$ cat src/rtl/core_mem_pkg.sv
// Shared types and sizing for the unified instruction/data memory arbiter.
package core_mem_pkg;

    localparam int unsigned NUM_LANES = 4;
    localparam int unsigned AW_DEF    = 16;
    localparam int unsigned WORD_AW   = AW_DEF - 2;

    typedef enum logic [1:0] {
        OWN_NONE = 2'd0,
        OWN_INS  = 2'd1,
        OWN_DAT  = 2'd2
    } owner_e;

endpackage

$ cat src/rtl/arb_starve_cnt.sv
// Saturating count of consecutive denied fetch cycles; sat_o flags that fetch must win next.
module arb_starve_cnt #(
    parameter int unsigned MAX = 4
) (
    input  logic clk,
    input  logic rstn,
    input  logic inc_i,
    input  logic clr_i,
    output logic sat_o
);

    localparam int unsigned CW = $clog2(MAX + 1);

    logic [CW-1:0] cnt_q, cnt_d;
    logic          sat_q, sat_d;

    always_comb begin
        cnt_d = cnt_q;
        if (clr_i) begin
            cnt_d = '0;
        end else if (inc_i && !sat_q) begin
            cnt_d = cnt_q + CW'(1);
        end
        sat_d = (cnt_d == CW'(MAX));
    end

    always_ff @(posedge clk or negedge rstn) begin
        if (!rstn) begin
            cnt_q <= '0;
            sat_q <= 1'b0;
        end else begin
            cnt_q <= cnt_d;
            sat_q <= sat_d;
        end
    end

    assign sat_o = sat_q;

endmodule

$ cat src/rtl/core_mem_arbiter.sv
// Arbitrates one single-port SRAM between fetch and data ports; data wins unless fetch is starved.
module core_mem_arbiter
    import core_mem_pkg::*;
#(
    parameter int unsigned AW         = AW_DEF,
    parameter int unsigned DW         = 32,
    parameter int unsigned STARVE_MAX = 4
) (
    input  logic                 clk,
    input  logic                 rstn,
    input  logic                 ins_req,
    input  logic [AW-1:0]        ins_a,
    output logic                 ins_gnt,
    output logic                 ins_rvalid,
    output logic [DW-1:0]        ins_rdata,
    input  logic                 dat_req,
    input  logic [AW-1:0]        dat_a,
    input  logic [NUM_LANES-1:0] dat_we,
    input  logic [DW-1:0]        dat_wd,
    output logic                 dat_gnt,
    output logic                 dat_rvalid,
    output logic [DW-1:0]        dat_rdata,
    output logic                 sram_e,
    output logic [NUM_LANES-1:0] sram_we,
    output logic [AW-3:0]        sram_a,
    output logic [DW-1:0]        sram_wd,
    input  logic [DW-1:0]        sram_rd
);

    logic   rdy_q;
    owner_e owner_q, owner_d;
    logic   starved;
    logic   unused_addr_lsbs;

    assign unused_addr_lsbs = ^{ins_a[1:0], dat_a[1:0]};

    arb_starve_cnt #(
        .MAX (STARVE_MAX)
    ) u_starve (
        .clk   (clk),
        .rstn  (rstn),
        .inc_i (ins_req & ~ins_gnt),
        .clr_i (~ins_req | ins_gnt),
        .sat_o (starved)
    );

    // Grant decode and SRAM request mux; at most one grant per cycle.
    always_comb begin
        ins_gnt = rdy_q & ins_req & (~dat_req | starved);
        dat_gnt = rdy_q & dat_req & ~(ins_req & starved);
        sram_e  = ins_gnt | dat_gnt;
        sram_a  = dat_gnt ? dat_a[AW-1:2] : ins_a[AW-1:2];
        sram_we = dat_gnt ? dat_we : '0;
        sram_wd = dat_wd;

        owner_d = OWN_NONE;
        if (dat_gnt && (dat_we == '0)) begin
            owner_d = OWN_DAT;
        end else if (ins_gnt) begin
            owner_d = OWN_INS;
        end
    end

    always_ff @(posedge clk or negedge rstn) begin
        if (!rstn) begin
            rdy_q   <= 1'b0;
            owner_q <= OWN_NONE;
        end else begin
            rdy_q   <= 1'b1;
            owner_q <= owner_d;
        end
    end

    assign ins_rvalid = (owner_q == OWN_INS);
    assign dat_rvalid = (owner_q == OWN_DAT);
    assign ins_rdata  = sram_rd;
    assign dat_rdata  = sram_rd;

endmodule

$ cat config.mk
export PLATFORM = sky130hd
export DESIGN_NAME = core_mem_arbiter
export DESIGN_NICKNAME = d
export VERILOG_FILES = /design/src/rtl/core_mem_pkg.sv /design/src/rtl/arb_starve_cnt.sv /design/src/rtl/core_mem_arbiter.sv
export SDC_FILE = /design/constraint.sdc
export NUM_CORES = 1
export LEC_CHECK = 0
export ABC_CLOCK_PERIOD_IN_PS = 1500
export BUFFER_PORTS_ARGS = -buffer_cell sky130_fd_sc_hd__clkbuf_2
export CORE_AREA = 2 2 87 89
export DETAILED_ROUTE_END_ITERATION = 6
export DIE_AREA = 0 0 89 91
export GPL_ROUTABILITY_DRIVEN = 1
export GPL_TIMING_DRIVEN = 0
export SYNTH_ARGS = -nofsm -noshare
export SYNTH_HDL_FRONTEND = slang
export SYNTH_SLANG_ARGS = --single-unit
$ cat constraint.sdc
create_clock -name clk -period 1.5 [get_ports clk]
set_input_delay 0 -clock clk [delete_from_list [all_inputs] [get_ports clk]]
set_output_delay 0 -clock clk [all_outputs]
set_load 0.005 [all_outputs]
# ---- Word level (Yosys, flattened, before mapping)
# Index checks and enable logic that the tools add are counted.
dict set report word_totals {
  elab_cells 31
  reg_bits 7
  output_inout_bits 119
  input_bits 104
}
dict set report op_classes {
  bitwise 13
  n_reduce_logical 4
  addsub 1
  mux 6
  eq_ne 3
}
# cell count
set ops {}
lappend ops {{two-way mux 14 bit} 1}
lappend ops {{AND 1 bit} 6}
lappend ops {{two-way mux 3 bit} 2}
lappend ops {{logical NOT 4 bit} 1}
lappend ops {{two-way mux 4 bit} 1}
lappend ops {{inverter 1 bit} 4}
lappend ops {{adder 3 x 1 -> 3 bit (second input constant)} 1}
lappend ops {{== test 3 bit (second input constant)} 1}
lappend ops {{OR 1 bit} 3}
lappend ops {{== test 2 x 1 -> 1 bit (second input constant)} 1}
lappend ops {{== test 2 bit (second input constant)} 1}
lappend ops {{logical AND 1 bit} 2}
lappend ops {{two-way mux 2 bit} 1}
lappend ops {{logical NOT 1 bit} 1}
lappend ops {{two-way mux 1 bit} 1}

# ---- Depth between registers and ports, before layout
dict set report depth {
  depth_word 9
  ltp_mapped 4
  depth_no_buf 4
}

# ---- Cells and area by module
# Synthesis repeated with hierarchy kept, for this count alone.
dict set report unflattened {
  cells_unflattened 151
  area_unflattened_um2 1303.8
}
# mod area_each_um2 n_inst seq_area_each_um2 cells_each
set modules_own_cells {}
lappend modules_own_cells {core_mem_arbiter 1107.3 1 75.1 134}
lappend modules_own_cells {arb_starve_cnt 196.4 1 100.1 17}

# ---- Worst setup path before layout
# OpenSTA, ideal clock, no wires.
dict set report synth_path {
  path_type {reg2reg}
  start {register u_starve.cnt_q[0]}
  end {register u_starve.sat_q, in the netlist u_starve.sat_o}
  setup_slack_ns 0.309
  path_buffers 0
  path_stages_with_launch 4
  required_ns 1.413
  arrival_time_ns 1.104
  path_cell_list {dfrtp_1 > ha_1 > a211o_1 > a211oi_2}
}
dict set report synth_via {
  elab_chain_len 4
}
# item line
set synth_rtl {}
lappend synth_rtl {{from (decl)} arb_starve_cnt.sv:14} ;# logic [CW-1:0] cnt_q, cnt_d;
lappend synth_rtl {{from (signal assigned)} arb_starve_cnt.sv:32} ;# cnt_q <= cnt_d;
lappend synth_rtl {{adder 3 x 1 -> 3 bit} arb_starve_cnt.sv:22} ;# cnt_d = cnt_q + CW'(1);
lappend synth_rtl {{two-way mux 3 bit *} arb_starve_cnt.sv:21} ;# end else if (inc_i && !sat_q) begin
lappend synth_rtl {{two-way mux 3 bit *} arb_starve_cnt.sv:19} ;# if (clr_i) begin
lappend synth_rtl {{== test 3 bit *} arb_starve_cnt.sv:24} ;# sat_d = (cnt_d == CW'(MAX));
lappend synth_rtl {{named net u_starve.sat_d} arb_starve_cnt.sv:15} ;# logic sat_q, sat_d;
lappend synth_rtl {{to (signal assigned)} arb_starve_cnt.sv:33} ;# sat_q <= sat_d;
lappend synth_rtl {{to (decl)} arb_starve_cnt.sv:15}
# The timed path passes the listed nets; every way through them passes the cells marked *.

# ---- Worst setup path after layout
dict set report layout_path {
  start {register u_starve.sat_q, in the netlist u_starve.sat_o}
  end {output sram_a[3]}
}
dict set report layout_via {
  elab_chain_len 4
}
# item line
set layout_rtl {}
lappend layout_rtl {{AND 1 bit} core_mem_arbiter.sv:50} ;# dat_gnt = rdy_q & dat_req & ~(ins_req & starved);
lappend layout_rtl {{inverter 1 bit} core_mem_arbiter.sv:50}
lappend layout_rtl {{AND 1 bit} core_mem_arbiter.sv:50}
lappend layout_rtl {{two-way mux 14 bit} core_mem_arbiter.sv:52} ;# sram_a = dat_gnt ? dat_a[AW-1:2] : ins_a[AW-1:2];
lappend layout_rtl {{to (decl)} core_mem_arbiter.sv:25} ;# output logic [AW-3:0] sram_a,
# Every way passes these cells.

==> flow_summary.toml <==
[outcome]
status = "finished, final reports clean"

[floorplan]
die_w_um = 89
initial_core_util_pct = 18.1
io_pins = 223
core_area_mm2 = 0.00714
die_h_um = 91
dieArea_mm2 = 0.00810
row_count = 31

[synthesis]
yosysWarningCount = 0
synth_nets = 258
synth_top_area_share_pct = 55.9
syn_avg_cell_area_um2 = 8.42
synth_area_leaders = "buf_4 (56%), dfrtp_1 (14%), mux2_2 (12%), and2_1 (2.4%), buf_6 (1.7%)"
yosys.area.top_type = "buf_4"
synth_edf_count = 0
post-synth-top-count-cell = "buf_4"
synth.cell_area_mm2 = 0.00129
synth_cell_type_count = 26
ys_ff_latch = 7
ys_top_cells_by_count = "buf_4 (96), mux2_2 (14), dfrtp_1 (7)"
async_flop_share_pct = 100
seq_area_frac_synth_pct = 13.6
synth_cells = 153
synth-main-ff-cell = "dfrtp_1"

[timing]
hold_viol = 0
hold_ws_ps = 5.61
max_freq_mhz = 671
skew_ps = 1.48
rsz0062_at_grt = "yes"
fin_crit_sh_pct = 99.3
setup_viol = 0
final.min_clock_period_ps = 1490
slew_viol_final = 0

[job]
maxCapViolations = 0

[cells_and_area]
utilization_pct = 32.7
nNetsFinal = 423
areaGrowthSynthToFinish_pct = 81.1
final.fill_count = 790
instances_no_fill = 416
diodes = 0
drive_gt1_share_pct = 87.4

[clock_tree]
htree_levels = 1
clk_latency_ps = 230
cts_buffer_depth = 2
tritoncts = "built"
clkTransAtPathRegs_ps = 40
cts_buffers = 3
cts_sinks = 7
root_buffer = "clkbuf_8"

[placed_design]
dp_hpwl_mm = 3.72
port_buffers = 154
placed_cells = 406
gp_congestion = 0.772

[power_and_ir_drop]
total_power_mw = 1.02
p_per_area_mw_per_mm2 = 436
leakage_nw = 1.44
irDropWorstVdd_v = 0.000178

[global_route]
grt.overflow.total = 0
grt_max_degree = 8
grt_util_met2_pct = 19.1
grt.met3_usage_pct = 2.45
grt_pass1_vias = 1340
grtUsageTotal_pct = 8.82
globalRouteMet1Util_pct = 7.52
busiest_layer = "met2"
antenna_found_initial = 0
grt_pass1_wl_mm = 5.71

[detailed_routing]
drc_errors = 0
wire_per_inst_um = 10.0
vias_per_cell = 3.62
ant_nets = 0
drtPass1Iterations = 4
detailroute.via_count = 1505
routed_wl_mm = 4.17
drt_iter0_markers = 21

[worst_setup_path]
required_ps = 1500
slowest_delay_ps = 440
path_buf_inv = 2
critical_path_class = "flip-flop to output pin"
path_max_fanout = 5
crit_path_cell_trace = "a21oi_4 > buf_6 > mux2_2 > clkbuf_2"
crit_arrival_ps = 1490
crit_path_start_kind = "flip-flop"
worst_path_dominant_cell_family = "flip-flops"
endpoint_kind = "output pin"
cp_slowest_cell = "dfrtp_2"

[min_path]
hold_path_class = "input port to flip-flop"
[flip-flops by register name, summed over array words and instances, names as in the netlist]
signal and cells:
u_starve.cnt_q 3, owner_q 2, rdy_q 1, u_starve.sat_o 1
[routing by layer]
| metal | part of all wire, % | vias up |
|---|---|---|
| met5 | 0 | - |
| met4 | 0.55 | 0 |
| met3 | 15 | 4 |
| met2 | 57 | 135 |
| met1 | 28 | 647 |
| li1 | - | 719 |
[cell families after synthesis]
family	synth area share, %
buf+inv	58.3
simple gates	8.74
mux	12.2
compound gates	5.24
flops	13.6
fa+ha+maj	0.971
other cells	0.291
xor+xnor	0.680
[through the flow]
| stage | setup TNS [ps] | area, um^2 | setup slack, ps |
|---|---|---|---|
| floorplan | 0 | 1290 | 309 |
| global placement | 0 | 2180 | 123 |
| detailed placement | 0 | 2180 | 118 |
| CTS | -315 | 2310 | -30.0 |
| global route | -300 | 2330 | -38.5 |
| finish | 0 | 2330 | 10.4 |
[worst paths after layout]
| path | end | depth (start not counted) | from | slack [ps] |
|---|---|---|---|---|
| max | sram_a[3] | 4 | u_starve.sat_o | 10 |
| min | owner_q[0] | 2 | dat_req | 6 |
| max reg2reg | u_starve.sat_o | 3 | u_starve.cnt_q[0] | 200 |
| min reg2reg | u_starve.cnt_q[0] | 3 | u_starve.cnt_q[0] | 620 |
| max in group asynchronous | u_starve.sat_o | 2 | rstn | 1160 |
| min in group asynchronous | rdy_q | 2 | rstn | 160 |
[power by group]
| group | internal (mW) | switching (mW) | leakage (nW) | total (mW) |
|---|---|---|---|---|
| Clock | 0.183 | 0.0775 | 0.0228 | 0.261 |
| Combinational | 0.373 | 0.179 | 1.33 | 0.552 |
| Sequential | 0.198 | 0.00637 | 0.0912 | 0.205 |
[cell type report]
cell class / instances / area (um^2) / share of cell area [%]
repair buffers: 160 / 822 / 35.2
plain buffers: 98 / 743 / 31.8
flip-flops and latches: 7 / 176 / 7.56
clock buffers: 4 / 45.0 / 1.93
inverters: 2 / 7.51 / 0.322
well taps: 99 / 124 / 5.31
multi-input cells: 46 / 415 / 17.8
[placed cells by master, fill, tap and decap left out, types with 2 or more instances in the layout]
master,count
buf_4,100
buf_6,3
nand2_1,3
mux2_4,12
inv_1,2
nor2_1,2
nand3_1,2
and2_1,5
nor2b_1,2
mux2_2,2
clkbuf_8,3
a21oi_1,2
nand2b_1,2
dfrtp_1,6
clkbuf_2,154
[what timing repair did]
| item | in CTS | in global routing |
|---|---|---|
| cloned | 1 | 0 |
| pin swaps | 1 | 1 |
| setup endpoints to repair | 14 | 18 |
| gates resized for setup | 11 | 5 |
| hold buffers | 1 | 0 |
| setup buffers | 3 | 1 |
| hold endpoints to repair | 7 | 0 |
Power figures use the tool's default switching activity.
